==> src/rtl/sdram_port_arbiter.sv <==
// rtl/sdram_port_arbiter.sv - two-port (core / cartridge loader) SDRAM access arbiter with refresh scheduling
//
// Purpose:
//   Arbitrates between a CPU core port and a cartridge-loader write port for a
//   single SDRAM controller. When SDRAM_ARB_REFRESH_EN is defined, it also
//   issues periodic refresh commands and flags a missed refresh deadline.
//   Without the macro, the controller is expected to refresh on its own.
//
// Ports:
//   CLK, RESET           clock, synchronous active-high reset
//   core_req/we/addr/wdata -> core_ack/core_rdata     core access port
//   ld_req/addr/wdata      -> ld_ack                  loader write port
//   dl_active            loader requests are honoured only while high
//   mem_req/we/refresh/addr/wdata, mem_ack/mem_rdata  controller side
//   refresh_overrun      sticky flag: refresh deadline missed
//
// Configuration macro: SDRAM_ARB_REFRESH_EN
module sdram_port_arbiter #(
    parameter int ADDR_W         = 24,
    parameter int DATA_W         = 16,
    parameter int REFRESH_CYCLES = 448
) (
    input  logic              CLK,
    input  logic              RESET,
    input  logic              core_req,
    input  logic              core_we,
    input  logic [ADDR_W-1:0] core_addr,
    input  logic [DATA_W-1:0] core_wdata,
    output logic              core_ack,
    output logic [DATA_W-1:0] core_rdata,
    input  logic              ld_req,
    input  logic [ADDR_W-1:0] ld_addr,
    input  logic [DATA_W-1:0] ld_wdata,
    output logic              ld_ack,
    input  logic              dl_active,
    output logic              mem_req,
    output logic              mem_we,
    output logic              mem_refresh,
    output logic [ADDR_W-1:0] mem_addr,
    output logic [DATA_W-1:0] mem_wdata,
    input  logic              mem_ack,
    input  logic [DATA_W-1:0] mem_rdata,
    output logic              refresh_overrun
);

    typedef enum logic [1:0] {
        IDLE    = 2'd0,
        CORE    = 2'd1,
        LOAD    = 2'd2,
        REFRESH = 2'd3
    } state_t;

    state_t            state_q, state_d;
    logic              last_load_q, last_load_d;   // 1: loader got the last grant, core goes first next
    logic [ADDR_W-1:0] addr_q, addr_d;
    logic [DATA_W-1:0] wdata_q, wdata_d;
    logic              we_q, we_d;
    logic              refresh_pending;
    logic              ld_ok;
    logic              in_access;

    assign ld_ok = ld_req && dl_active;

    always_comb begin
        state_d     = state_q;
        last_load_d = last_load_q;
        addr_d      = addr_q;
        wdata_d     = wdata_q;
        we_d        = we_q;
        case (state_q)
            IDLE: begin
                if (refresh_pending) begin
                    state_d = REFRESH;
                    we_d    = 1'b0;
                end else if (core_req && (last_load_q || !ld_ok)) begin
                    state_d     = CORE;
                    last_load_d = 1'b0;
                    addr_d      = core_addr;
                    wdata_d     = core_wdata;
                    we_d        = core_we;
                end else if (ld_ok) begin
                    state_d     = LOAD;
                    last_load_d = 1'b1;
                    addr_d      = ld_addr;
                    wdata_d     = ld_wdata;
                    we_d        = 1'b1;
                end
            end
            CORE, LOAD, REFRESH: begin
                // The requester's req is not consulted here: an access in
                // flight always runs to its mem_ack.
                if (mem_ack) begin
                    state_d = IDLE;
                end
            end
            default: state_d = IDLE;
        endcase
    end

    always_ff @(posedge CLK) begin
        if (RESET) begin
            state_q     <= IDLE;
            last_load_q <= 1'b0;
            addr_q      <= '0;
            wdata_q     <= '0;
            we_q        <= 1'b0;
        end else begin
            state_q     <= state_d;
            last_load_q <= last_load_d;
            addr_q      <= addr_d;
            wdata_q     <= wdata_d;
            we_q        <= we_d;
        end
    end

    // Outputs are forced to zero while RESET is high, so an access abandoned
    // by reset never produces an ack in the reset cycle.
    assign in_access  = (state_q == CORE) || (state_q == LOAD);
    assign mem_req    = !RESET && in_access;
    assign mem_we     = !RESET && in_access && we_q;
    assign mem_addr   = RESET ? '0 : addr_q;
    assign mem_wdata  = RESET ? '0 : wdata_q;
    assign core_ack   = !RESET && (state_q == CORE) && mem_ack;
    assign ld_ack     = !RESET && (state_q == LOAD) && mem_ack;
    assign core_rdata = (core_ack && !we_q) ? mem_rdata : '0;

`ifdef SDRAM_ARB_REFRESH_EN
    localparam int TMR_W = (REFRESH_CYCLES > 1) ? $clog2(REFRESH_CYCLES) : 1;
    localparam logic [TMR_W-1:0] TMR_RELOAD = TMR_W'(REFRESH_CYCLES - 1);

    logic [TMR_W-1:0] tmr_q, tmr_d;
    logic             pending_q, pending_d;
    logic             overrun_q, overrun_d;
    logic             tmr_zero;
    logic             refresh_done;

    assign refresh_done = (state_q == REFRESH) && mem_ack;

    always_comb begin
        tmr_zero  = (tmr_q == '0);
        tmr_d     = tmr_zero ? TMR_RELOAD : tmr_q - TMR_W'(1);
        // A new deadline arriving in the same cycle as the refresh ack is a
        // fresh request, not a miss.
        pending_d = tmr_zero || (pending_q && !refresh_done);
        overrun_d = overrun_q || (tmr_zero && pending_q && !refresh_done);
    end

    always_ff @(posedge CLK) begin
        if (RESET) begin
            tmr_q     <= TMR_RELOAD;
            pending_q <= 1'b0;
            overrun_q <= 1'b0;
        end else begin
            tmr_q     <= tmr_d;
            pending_q <= pending_d;
            overrun_q <= overrun_d;
        end
    end

    assign refresh_pending = pending_q;
    assign mem_refresh     = !RESET && (state_q == REFRESH);
    assign refresh_overrun = !RESET && overrun_q;
`else
    logic unused_cfg;

    assign unused_cfg      = (REFRESH_CYCLES == 0);
    assign refresh_pending = 1'b0;
    assign mem_refresh     = 1'b0;
    assign refresh_overrun = 1'b0;
`endif

endmodule

==> config.mk <==
export PLATFORM = sky130hd
export DESIGN_NAME = sdram_port_arbiter
export DESIGN_NICKNAME = d
export VERILOG_FILES = /design/src/rtl/sdram_port_arbiter.sv
export SDC_FILE = /design/constraint.sdc
export NUM_CORES = 1
export LEC_CHECK = 0
export CAP_MARGIN = 30
export CORE_MARGIN = 2
export CORE_UTILIZATION = 25
export CTS_BUF_LIST = sky130_fd_sc_hd__clkbuf_8
export DETAILED_ROUTE_END_ITERATION = 8
export PLACE_DENSITY = 0.55
export SKIP_LAST_GASP = 1
export SYNTH_ARGS = -nofsm -noshare
export SYNTH_HDL_FRONTEND = slang
export SYNTH_SLANG_ARGS = --single-unit
==> constraint.sdc <==
create_clock -name CLK -period 1.9 [get_ports CLK]
set_clock_uncertainty 0.2 [all_clocks]
set_input_delay 0.38 -clock CLK [delete_from_list [all_inputs] [get_ports CLK]]
set_output_delay 0.38 -clock CLK [all_outputs]
set_load 0.01 [all_outputs]
==> reports/qor.tcl, run 1 <==
set qor(outcome) {complete, but fails checks}
set qor(failed_checks) {setup timing}
set qor(clock_sink_count) 44
set qor(p_per_area_nw_per_um2) 633
set qor(initial_utilization_pct) 25.4
set qor(finish.net_count) 595
set qor(timing.critical_path.to_type) {output port}
set qor(timing.setup.critical_path_class) {register to output port}
set qor(cp.required_ps) 1320
set qor(postSynthCellCount) 331
set qor(postRouteWirelength_um) 10200
set qor(numCtsBuffers) 5
set qor(timing.critical_path.from_type) {register}
set qor(antenna_found_initial) 0
set qor(post-route-worst-setup-slack_ps) -277
set qor(synthesis.area_per_instance_sq_um) 8.25
set qor(ios) 165
set qor(grt_first_pass_wirelength_um) 15300
set qor(setup.reg_to_reg.worst_slack_ps) 150
set qor(htree_levels) 2
set qor(dp_hpwl_um) 7280
set qor(total_power_w) 0.00302
set qor(num_antenna_cells) 0
set qor(timing.critical_path.max_delay_family) {simple AND/OR/NAND/NOR gates}
set qor(synth_area_leader_cell) {dfxtp_1}
set qor(timing.max_cap.violations) 0
set qor(yosysSeqAreaShare_pct) 32.2
set qor(crit_path_max_fanout) 5
set qor(grt_setup_unrepaired) {yes}
set qor(numPortBuffers) 162
set qor(post_drt_wl_per_cell_um) 16.2
set qor(route.detailed.drc) 0
set qor(finalSetupViolCount) 18
set qor(std_cell_rows) 38
set qor(drtPass1Iterations) 4
set qor(flop_and_latch_count_out_of_synthesis) 44
set qor(clock_tree_from_tritoncts) {yes}
set qor(cts_buffer_depth) 2
set qor(critPathMaxStageDelay_ps) 340
set qor(total_area_of_multi_input_combinational_cells_sq_um) 1710
set qor(floorplan.die.height_um) 109
set qor(grt_start_max_net_pins) 45
set qor(slowest_stage) {dfxtp_2}
set qor(final.period_utilization_pct) 115
set qor(design.core.area_sq_um) 10700
set qor(synth.distinct_cells) 29
set qor(via_count) 3121
set qor(regArea_sq_um) 883
set qor(timing.final.crit_period_ps) 2180
set qor(cts_root_buffer_type) {clkbuf_8}
set qor(post_place_setup_slack_ps) -671
set qor(cts.clk_slew.worst_paths_ps) 90
set qor(synth-warning-count) 0
set qor(hold-path-cell-count) 3
set qor(ctsHoldBuffers) 0
set qor(detail_route.iter0.violations) 77
set qor(grt_overflow_total) 0
set qor(grt.total_usage_pct) 16.4
set qor(area.growth.synth_to_final_pct) 74.7
set qor(dieArea_sq_um) 11800
set qor(layout.filler_cells) 1107
set qor(final_hold_violations) 0
set qor(cp_num_buf_inv) 3
set qor(cp_num_cells) 7
set qor(postRouteAntennaNets) 0
set qor(post-synth-top-area-fraction_pct) 32.2
set qor(yosys-top-cells-area) {dfxtp_1 (32%), a311oi_2 (12%), nor2b_1 (9.4%), a21oi_1 (7.9%), nand3_1 (7.5%)}
set qor(ir_drop_mv) 0.256
set qor(via_per_inst) 4.95
set qor(cp_cell_sequence) {inv_2 > ha_4 > and3b_1 > and2b_2 > buf_6 > and2_1 > buf_2}
set qor(final_cell_mix) {clkdlybuf4s50_1 (99), a21oi_1 (43), dfxtp_1 (42)}
set qor(most_common_cell_after_layout_fill_and_taps_aside) {clkdlybuf4s50_1}
set qor(synthesis.area_sq_um) 2730
set qor(drive_above_1_share_pct) 25.5
set qor(reg2reg_depth) 6
set qor(place_congestion) 0.714
set qor(floorplan.die.width_um) 109
set qor(hp-class) {primary input to register}
set qor(final_max_slew_viol_count) 0
set qor(first_global_vias) 3135
set qor(cts.repair_timing.setup_buffer_count) 0
set qor(critical_path_arrival_ps) 1600
set qor(p_leak_nw) 1.88
set qor(clock_insertion_delay_worst_skew_ps) 300
set qor(fmax_ghz) 0.459
## cells in the mapped netlist
| library cell | count |
|---|---|
| nand3b_1 | 1 |
| buf_4 | 7 |
| and2_1 | 17 |
| dfxtp_1 | 44 |
| inv_1 | 4 |
| inv_2 | 1 |
| buf_2 | 20 |
| clkbuf_1 | 12 |
| nand2b_1 | 1 |
| nand3_1 | 41 |
| a21oi_2 | 1 |
| a311oi_1 | 18 |
| a311oi_2 | 22 |
| and3b_2 | 1 |
| o21ai_1 | 40 |
| o21ai_0 | 1 |
| a21o_1 | 1 |
| clkbuf_2 | 2 |
| nor2_2 | 1 |
| o221a_2 | 1 |
| and3_1 | 1 |
| conb_1 | 1 |
| buf_1 | 1 |
| ha_1 | 3 |
| a21oi_1 | 43 |
| nor2b_1 | 41 |
| o211ai_1 | 3 |
| and2b_1 | 1 |
| and3b_1 | 1 |
## cells by family (layout without fill, tap and decap cells)
kind of cell / after synthesis / count (layout) / share of synthesized area [%]
AOI/OAI and AO/OA: 130 / 130 / 35.1
adders and majority gates: 3 / 3 / 1.37
buffers and inverters: 47 / 205 / 8.43
DFF: 44 / 44 / 32.2
other: 1 / 2 / 0.137
and+or+nand+nor: 106 / 106 / 22.7
## through the flow
stage | setup TNS (ps) | utilization, % | std cells | area (sq um) | hold WS [ps]
final | -4490 | 44.4 | 630 | 4770 | 259
after global routing | -5720 | 44.4 | 630 | 4770 | 267
after CTS | -4550 | 43.8 | 629 | 4710 | 228
after detailed placement | -25500 | 43.2 | 621 | 4640 | 300
after global placement | -23730 | 43.2 | 621 | 4640 | 295
after floorplan | 0 | - | 332 | 2740 | 257
## power by group
| part | leakage [nW] | switching (W) | internal [W] |
|---|---|---|---|
| sequential | 0.366 | 0.0000553 | 0.00105 |
| clock | 0.0645 | 0.000331 | 0.000464 |
| combinational | 1.45 | 0.000527 | 0.000596 |
| total | 1.88 | 0.000913 | 0.00211 |
## layer usage
layer / up-vias / global-route usage (%) / share of wire [%]
li1: 1526 / - / -
met1: 1472 / 18.8 / 42
met2: 117 / 30.9 / 49
met3: 6 / 3.38 / 7.6
met4: 0 / 3.39 / 0.98
met5: - / 0 / 0
## layout make-up
type	instances	share of cell area, %
Multi-Input combinational cell	241	35.8
Timing Repair Buffer	192	38.9
Tap cell	140	3.67
Sequential cell	44	18.5
Clock buffer	7	2.02
Clock inverter	1	0.629
Inverter	5	0.446
## registers in the layout, summed over array words and instances (netlist names)
register and count:
last_load_q 1, state_q 2, addr_q 24, wdata_q 16
we_q 1
## path summary, 6_finish.rpt
kind                              endpoint                     start
setup reg to reg         we_q$_SDFFE_PP0P_   state_q[0]$_SDFFE_PP0P_
hold reg to reg   wdata_q[14]$_SDFFE_PP0P_  wdata_q[14]$_SDFFE_PP0P_
setup / recovery             core_rdata[8]   state_q[1]$_SDFFE_PP0P_
hold / removal     state_q[0]$_SDFFE_PP0P_                     RESET
## repair_timing
action                                 in CTS  in global routing
pin swaps                                   2                 19
gates resized for setup                   142                 63
endpoints found under the hold margin       0                  0
cloned                                      0                  1
setup endpoints to repair                  60                 54
## worst reg2reg max path: stages, from the launching register on
cell     delay, ps
dfxtp_2        350
buf_6          120
inv_4           60
ha_4           140
buf_4          340
nand3_1        180
o221a_2        270
(Power assumes the default switching activity.)
==> run 2, diff against run 1 <==
--- a/config.mk
+++ b/config.mk
@@ -6,11 +6,10 @@
 export NUM_CORES = 1
 export LEC_CHECK = 0
 export CAP_MARGIN = 30
-export CORE_MARGIN = 2
-export CORE_UTILIZATION = 25
+export CORE_UTILIZATION = 39
 export CTS_BUF_LIST = sky130_fd_sc_hd__clkbuf_8
 export DETAILED_ROUTE_END_ITERATION = 8
-export PLACE_DENSITY = 0.55
+export PLACE_DENSITY = 0.8
 export SKIP_LAST_GASP = 1
 export SYNTH_ARGS = -nofsm -noshare
 export SYNTH_HDL_FRONTEND = slang
==> run 2 against run 1 <==
The run still ends with setup timing left. Core utilization rose by 25 points. Hold slack got worse by 23 ps. Non-clock buffer count rose by 2. Sequential cell count did not move. Final cell count fell by 6.7%. Routed wire length fell by 5.1%. Global-route usage rose by 9.4 points. Combinational power barely moved. Critical endpoint is now core_rdata[10]. Largest cell class unchanged.
==> reports/qor.tcl, run 2 (same netlist as run 1, synthesis figures left out) <==
set qor(outcome) {complete, but fails checks} ;# unchanged
set qor(failed_checks) {setup timing} ;# unchanged
set qor(grt.total_usage_pct) 25.8 ;# was 16.4%
set qor(final_max_slew_viol_count) 0 ;# unchanged
set qor(timing.max_cap.violations) 0 ;# unchanged
set qor(postRouteAntennaNets) 0 ;# unchanged
set qor(cts.clk_slew.worst_paths_ps) 80 ;# was 90 ps
set qor(drive_above_1_share_pct) 23.0 ;# was 25.5%
set qor(route.detailed.drc) 0 ;# unchanged
set qor(post_drt_wl_per_cell_um) 16.5 ;# was 16.2 um
set qor(final.period_utilization_pct) 118 ;# was 115%
set qor(cts_root_buffer_type) {clkbuf_8} ;# unchanged
set qor(first_global_vias) 3131 ;# was 3,135
set qor(timing.critical_path.from_type) {register} ;# unchanged
set qor(place_congestion) 0.817 ;# was 0.714
set qor(design.core.area_sq_um) 6790 ;# was 10,700 sq um
set qor(largest_register_ffs) 24 ;# unchanged
set qor(floorplan.die.width_um) 85.7 ;# was 109 um
set qor(timing.critical_path.to_type) {output port} ;# unchanged
set qor(timing.final.crit_period_ps) 2250 ;# was 2180 ps
set qor(numCtsBuffers) 5 ;# unchanged
set qor(numPortBuffers) 162 ;# unchanged
set qor(area.growth.synth_to_final_pct) 72.8 ;# was 74.7%
set qor(drtPass1Iterations) 6 ;# was 4
set qor(via_count) 3207 ;# was 3,121
set qor(largest_registers) {addr_q (24), wdata_q (16), state_q (2)} ;# unchanged
set qor(grt_start_max_net_pins) 47 ;# was 45
set qor(ir_drop_mv) 0.260 ;# was 0.256 mV
set qor(num_antenna_cells) 0 ;# unchanged
set qor(total_area_of_multi_input_combinational_cells_sq_um) 1710 ;# about the same
set qor(post-route-worst-setup-slack_ps) -348 ;# was -277 ps
set qor(cp_cell_sequence) {inv_2 > ha_4 > and3b_2 > and2b_2 > buf_12 > and2_1 > buf_2} ;# was inv_2 > ha_4 > and3b_1 > and2b_2 > buf_6 > and2_1 > buf_2
set qor(layout.filler_cells) 568 ;# was 1,107
set qor(ios) 165 ;# unchanged
set qor(critical_path_arrival_ps) 1670 ;# was 1600 ps
set qor(crit_path_max_fanout) 4 ;# was 5
set qor(top_register) {addr_q} ;# unchanged
set qor(hp-class) {primary input to register} ;# unchanged
set qor(final_hold_violations) 0 ;# unchanged
set qor(p_per_area_nw_per_um2) 591 ;# was 633 nW/um^2
set qor(numPlacedInstances) 577 ;# was 621
set qor(cp.required_ps) 1320 ;# about the same
set qor(finalSetupViolCount) 18 ;# unchanged
set qor(most_common_cell_after_layout_fill_and_taps_aside) {clkdlybuf4s50_1} ;# unchanged
set qor(ctsHoldBuffers) 0 ;# unchanged
set qor(grt_overflow_total) 0 ;# unchanged
set qor(clock_sink_count) 44 ;# unchanged
set qor(timing.setup.critical_path_class) {register to output port} ;# unchanged
set qor(postRouteWirelength_um) 9710 ;# was 10,200 um
set qor(final_cell_mix) {clkdlybuf4s50_1 (100), a21oi_1 (43), dfxtp_1 (42)} ;# was clkdlybuf4s50_1 (99), a21oi_1 (43), dfxtp_1 (42)
set qor(dieArea_sq_um) 7340 ;# was 11,800 sq um
set qor(grt_setup_unrepaired) {yes} ;# unchanged
set qor(critPathMaxStageDelay_ps) 350 ;# was 340 ps
set qor(via_per_inst) 5.45 ;# was 4.95
set qor(clock_tree_from_tritoncts) {yes} ;# unchanged
set qor(fmax_ghz) 0.445 ;# was 0.459 GHz
set qor(worst_hold_slack_ps) 236 ;# was 259 ps
set qor(detail_route.iter0.violations) 110 ;# was 77
set qor(p_leak_nw) 1.87 ;# was 1.88 nW
set qor(std_cell_rows) 30 ;# was 38
set qor(grt_first_pass_wirelength_um) 15000 ;# was 15,300 um
set qor(regArea_sq_um) 886 ;# was 883 sq um
set qor(finish.net_count) 598 ;# was 595
set qor(clock_insertion_delay_worst_skew_ps) 300 ;# about the same
set qor(slowest_stage) {dfxtp_2} ;# unchanged
set qor(cts_buffer_depth) 2 ;# unchanged
set qor(floorplan.die.height_um) 85.7 ;# was 109 um
set qor(dp_hpwl_um) 6920 ;# was 7280 um
set qor(htree_levels) 2 ;# unchanged
set qor(post_layout_nonfiller_instances) 588 ;# was 630
set qor(initial_utilization_pct) 40.2 ;# was 25.4%
set qor(antenna_found_initial) 0 ;# unchanged
## run 2: metrics by stage
stage	power, W	worst slack [ps]	area, sq um	utilization [%]	TNS (ps)
5_1_grt	0.00293	-379	4720	69.5	-5550
2_1_floorplan	0.00169	42.0	2740	-	0
3_5_place_dp	0.00226	-780	4580	67.5	-25440
6_report	0.00279	-348	4720	69.5	-4790
4_1_cts	0.00277	-333	4650	68.4	-4480
3_3_place_gp	0.00223	-680	4580	67.5	-22620
## run 2: cell type report
type | count | area share, %
Multi-Input combinational cell | 242 | 36.1
Timing Repair Buffer | 194 | 40.5
Clock inverter | 2 | 0.186
Sequential cell | 44 | 18.8
Inverter | 5 | 0.451
Tap cell | 96 | 2.55
Clock buffer | 5 | 1.46
## run 2: routing by layer
layer | up-vias | wire length [um] | track usage [%]
met5 | - | 0 | 0
met3 | 17 | 736 | 4.52
li1 | 1537 | - | -
met1 | 1497 | 3680 | 28.2
met4 | 0 | 207 | 10.0
met2 | 156 | 5090 | 49.2
## run 2: critical path, delay by kind of cell (launching register included)
kind	cells	cell delay [ps]
simple gates	3	560
fa+ha+maj	1	140
buf+inv	3	310
flops	1	350
## run 2: worst paths after layout
path                            depth (start not counted)                       end                      from  slack [ps]
worst min register to register                          2  last_load_q$_SDFFE_PP0P_  last_load_q$_SDFFE_PP0P_         300
worst max-delay path                                    7            core_rdata[10]   state_q[1]$_SDFFE_PP0P_        -350
worst min-delay path                                    3   state_q[1]$_SDFFE_PP0P_                     RESET         240
worst max register to register                          7   addr_q[13]$_SDFFE_PP0P_   state_q[0]$_SDFFE_PP0P_         200
## run 2: what timing repair did
action                     CTS  global route
setup endpoints to repair   60            37
pin swaps                   18             3
hold endpoints to repair     0             0
setup buffers                2             1
gates resized for setup    146            38
cloned                       1             0
## run 2: where the power goes
part | switching (W) | internal [W] | total (W) | leakage [nW]
sequential | 0.0000577 | 0.00105 | 0.00110 | 0.366
combinational | 0.000526 | 0.000608 | 0.00113 | 1.46
clock | 0.000306 | 0.000245 | 0.000551 | 0.0452
==> run 3, diff against run 2 <==
--- a/config.mk
+++ b/config.mk
@@ -5,12 +5,12 @@
 export SDC_FILE = /design/constraint.sdc
 export NUM_CORES = 1
 export LEC_CHECK = 0
+export ABC_AREA = 1
 export CAP_MARGIN = 30
 export CORE_UTILIZATION = 39
 export CTS_BUF_LIST = sky130_fd_sc_hd__clkbuf_8
 export DETAILED_ROUTE_END_ITERATION = 8
 export PLACE_DENSITY = 0.8
-export SKIP_LAST_GASP = 1
 export SYNTH_ARGS = -nofsm -noshare
 export SYNTH_HDL_FRONTEND = slang
 export SYNTH_SLANG_ARGS = --single-unit
==> run 3 against run 2 <==
The flow still finishes with violations (setup timing). Non-clock buffer count increased by 3. Area after synthesis grew 2.3%. Global-route usage is 1.2 points lower. Design area is 0.61% higher. Routed wire length decreased by 9.6%. Maximum frequency is 9.4% higher. Hold slack gained 34 ps. Clock power grew 9.3%. Combinational power decreased by 21%. Sequential power is 4% lower. Clock-buffer cell count rose by 1. Register-to-register slack gained 240 ps. Highest routed layer is now met5.
==> reports/qor.tcl, run 3 <==
set qor(post_synth_mux_area_share_pct) 0 ;# unchanged
set qor(cts_buffer_depth) 2 ;# unchanged
set qor(grt_start_max_net_pins) 29 ;# was 47
set qor(post_drt_wl_per_cell_um) 11.9 ;# was 16.5 um
set qor(numCtsBuffers) 5 ;# unchanged
set qor(drtPass1Iterations) 4 ;# was 6
set qor(ios) 165 ;# unchanged
set qor(detail_route.iter0.violations) 126 ;# was 110
set qor(setup.reg_to_reg.worst_slack_ps) 440 ;# was 200 ps
set qor(postRouteAntennaNets) 0 ;# unchanged
set qor(final_hold_violations) 0 ;# unchanged
set qor(via_count) 3291 ;# was 3,207
set qor(synth.distinct_cells) 20 ;# was 29
set qor(timing.max_cap.violations) 0 ;# unchanged
set qor(flop_and_latch_count_out_of_synthesis) 44 ;# unchanged
set qor(finalSetupViolCount) 18 ;# unchanged
set qor(placed_cell_area_sq_um) 4660 ;# was 4580 sq um
set qor(outcome) {complete, but fails checks} ;# unchanged
set qor(largest_register_ffs) 24 ;# unchanged
set qor(synth-warning-count) 0 ;# unchanged
set qor(place_congestion) 0.829 ;# was 0.817
set qor(ir_drop_mv) 0.286 ;# was 0.260 mV
set qor(timing.setup.critical_path_class) {register to output port} ;# unchanged
set qor(cp_cell_sequence) {inv_2 > ha_4 > nand2_4 > nor2_4 > nand2_4 > buf_8 > nor2_2 > buf_2} ;# was inv_2 > ha_4 > and3b_2 > and2b_2 > buf_12 > and2_1 > buf_2
set qor(timing.final.crit_period_ps) 2060 ;# was 2250 ps
set qor(post-route-worst-setup-slack_ps) -155 ;# was -348 ps
set qor(critPathCapture) {core_rdata[10]} ;# unchanged
set qor(cts_root_buffer_type) {clkbuf_8} ;# unchanged
set qor(numPortBuffers) 162 ;# unchanged
set qor(post_synthesis_adder_cell_area_fraction_pct) 1.34 ;# was 1.37%
set qor(clock_insertion_delay_worst_skew_ps) 300 ;# about the same
set qor(std_cell_rows) 30 ;# unchanged
set qor(total_area_of_multi_input_combinational_cells_sq_um) 1450 ;# was 1710 sq um
set qor(reg2reg_depth) 7 ;# unchanged
set qor(timing.critical_path.to_type) {output port} ;# unchanged
set qor(reg2reg_from) {state_q[1]$_SDFFE_PP0P_} ;# was state_q[0]$_SDFFE_PP0P_
set qor(synth_compound_area_share_pct) 0.896 ;# was 35.1%
set qor(path_common_cell) {nand2_4}
set qor(top_register) {addr_q} ;# unchanged
set qor(post_layout_nonfiller_instances) 739 ;# was 588
set qor(cp.required_ps) 1320 ;# about the same
set qor(clock_tree_from_tritoncts) {yes} ;# unchanged
set qor(most_common_cell_after_layout_fill_and_taps_aside) {nand2_1} ;# was clkdlybuf4s50_1
set qor(final_max_slew_viol_count) 0 ;# unchanged
set qor(layout.filler_cells) 603 ;# was 568
set qor(postRouteWirelength_um) 8780 ;# was 9710 um
set qor(cts.clk_slew.worst_paths_ps) 80 ;# about the same
set qor(timing.critical_path.from_type) {register} ;# unchanged
set qor(clock_sink_count) 44 ;# unchanged
set qor(slowest_stage) {dfxtp_2} ;# unchanged
set qor(finish.net_count) 748 ;# was 598
set qor(design.core.area_sq_um) 6870 ;# was 6790 sq um
set qor(yosys-top-cells-area) {dfxtp_1 (32%), nand2_1 (18%), inv_1 (14%), nand3b_1 (11%), nor2_1 (7.9%)} ;# was dfxtp_1 (32%), a311oi_2 (12%), nor2b_1 (9.4%), a21oi_1 (7.9%), nand3_1 (7.5%)
set qor(combinational_family_with_the_most_area_after_synthesis) {simple AND/OR/NAND/NOR gates} ;# was compound AO/OA/AOI/OAI gates
set qor(regArea_sq_um) 886 ;# unchanged
set qor(synth-simple-area-share_pct) 45.9 ;# was 22.7%
set qor(floorplan.die.width_um) 86.6 ;# was 85.7 um
set qor(antenna_found_initial) 1 ;# was 0
set qor(area.growth.synth_to_final_pct) 70.0 ;# was 72.8%
set qor(final.period_utilization_pct) 108 ;# was 118%
set qor(cp-startpoint) {state_q[1]$_SDFFE_PP0P_} ;# unchanged
set qor(yosysSeqAreaShare_pct) 31.5 ;# was 32.2%
set qor(synthesis.area_sq_um) 2790 ;# was 2730 sq um
set qor(floorplan.die.height_um) 86.6 ;# was 85.7 um
set qor(p_per_area_nw_per_um2) 538 ;# was 591 nW/um^2
set qor(synth_area_leader_cell) {dfxtp_1} ;# unchanged
set qor(postSynthCellCount) 466 ;# was 331
set qor(grt.total_usage_pct) 24.6 ;# was 25.8%
set qor(num_antenna_cells) 0 ;# unchanged
set qor(synthesis.area_per_instance_sq_um) 6.00 ;# was 8.25 sq um
set qor(numPlacedInstances) 729 ;# was 577
set qor(critPathMaxStageDelay_ps) 330 ;# was 350 ps
set qor(synth-edff-count) 0 ;# unchanged
set qor(largest_registers) {addr_q (24), wdata_q (16), state_q (2)} ;# unchanged
set qor(crit_path_max_fanout) 8 ;# was 4
set qor(drive_above_1_share_pct) 14.2 ;# was 23.0%
set qor(fmax_ghz) 0.487 ;# was 0.445 GHz
set qor(final_cell_mix) {nand2_1 (131), inv_1 (102), clkdlybuf4s50_1 (99)} ;# was clkdlybuf4s50_1 (100), a21oi_1 (43), dfxtp_1 (42)
set qor(first_global_vias) 3274 ;# was 3,131
set qor(failed_checks) {setup timing} ;# unchanged
set qor(ys_top_cells_by_count) {nand2_1 (133), inv_1 (104), nor2_1 (59)} ;# was dfxtp_1 (44), a21oi_1 (43), nand3_1 (41), nor2b_1 (41), o21ai_1 (40)
set qor(dieArea_sq_um) 7510 ;# was 7340 sq um
set qor(htree_levels) 2 ;# unchanged
set qor(synth.most_common_cell) {nand2_1} ;# was dfxtp_1
set qor(grt_setup_unrepaired) {yes} ;# unchanged
set qor(grt_overflow_total) 0 ;# unchanged
set qor(synth_top_flop_cell) {dfxtp_1} ;# unchanged
set qor(via_per_inst) 4.45 ;# was 5.45
set qor(initial_utilization_pct) 40.7 ;# was 40.2%
set qor(p_leak_nw) 2.58 ;# was 1.87 nW
set qor(post-synth-top-area-fraction_pct) 31.5 ;# was 32.2%
set qor(hp-class) {register to register} ;# was primary input to register
set qor(r2r-end) {we_q$_SDFFE_PP0P_} ;# was addr_q[13]$_SDFFE_PP0P_
set qor(postSynth.asyncResetShare_pct) 0 ;# unchanged
set qor(route.detailed.drc) 0 ;# unchanged
set qor(grt_first_pass_wirelength_um) 14500 ;# was 15,000 um
set qor(dp_hpwl_um) 6610 ;# was 6920 um
set qor(yosys.area_share.xor_xnor_pct) 0 ;# unchanged
set qor(design_area_sq_um) 4750 ;# was 4720 sq um
set qor(critical_path_arrival_ps) 1480 ;# was 1670 ps
-- run 3: final cells by class --
cell class | count | area share, %
repair buffers | 197 | 38.1
multi-input cells | 289 | 30.4
flip-flops and latches | 44 | 18.7
inverters | 105 | 8.35
well taps | 96 | 2.53
clock buffers | 6 | 1.74
clock inverters | 2 | 0.158
-- run 3: stage by stage --
step           hold WS (ps)  setup WS, ps  TNS [ps]  power [W]  utilization [%]
2_1_floorplan           245          46.6         0    0.00151                -
3_3_place_gp            256          -571    -15270    0.00197             67.8
3_5_place_dp            258          -644    -16560    0.00199             67.8
4_1_cts                 270          -141     -2130    0.00256             68.2
5_1_grt                 299          -207     -3210    0.00273             69.1
6_report                269          -155     -2130    0.00256             69.1
-- run 3: kinds of logic (layout without fill, tap and decap cells) --
| group | count (synthesis) | count (layout) |
|---|---|---|
| AOI/OAI and AO/OA | 5 | 5 |
| adders and majority gates | 3 | 3 |
| buffers and inverters | 134 | 310 |
| DFF | 44 | 44 |
| other | 1 | 2 |
| and+or+nand+nor | 279 | 279 |
-- run 3: worst max-delay path, delay by kind of cell (launching register included) --
kind                       cells  cell delay [ps]
buffers and inverters          3              360
and+or+nand+nor                4              340
DFF                            1              330
adders and majority gates      1              140
-- run 3: power breakdown --
part / leakage [nW] / internal [W] / switching [W]
combinational: 2.16 / 0.000462 / 0.000432
sequential: 0.364 / 0.00103 / 0.0000324
clock: 0.0538 / 0.000286 / 0.000315
-- run 3: routing by layer --
layer  share of wire [%]  routed length (um)  up-vias  global-route usage (%)
li1                    -                   -     1717                       -
met1                  42                3690     1448                    27.5
met2                  50                4350      108                    44.9
met3                 6.4                 564       16                    6.86
met4                 1.7                 152        2                    7.73
met5                0.18                  16        -                       0
-- run 3: how the worst min path moves through the flow --
| stage | cells past startpoint | end | from |
|---|---|---|---|
| after floorplan | 2 | last_load_q$_SDFFE_PP0P_ | last_load_q$_SDFFE_PP0P_ |
| final | 2 | last_load_q$_SDFFE_PP0P_ | last_load_q$_SDFFE_PP0P_ |
| after CTS | 2 | last_load_q$_SDFFE_PP0P_ | last_load_q$_SDFFE_PP0P_ |
| after global placement | 2 | last_load_q$_SDFFE_PP0P_ | last_load_q$_SDFFE_PP0P_ |
| after global routing | 2 | last_load_q$_SDFFE_PP0P_ | last_load_q$_SDFFE_PP0P_ |
| after detailed placement | 2 | last_load_q$_SDFFE_PP0P_ | last_load_q$_SDFFE_PP0P_ |
-- run 3: repair_timing --
item / 4_1_cts / 5_1_grt
pin swaps: 2 / 4
setup buffers: 1 / 0
hold buffers: 0 / 0
gates cloned: 1 / 0
endpoints found under the setup margin: 60 / 20
resized for setup: 141 / 21
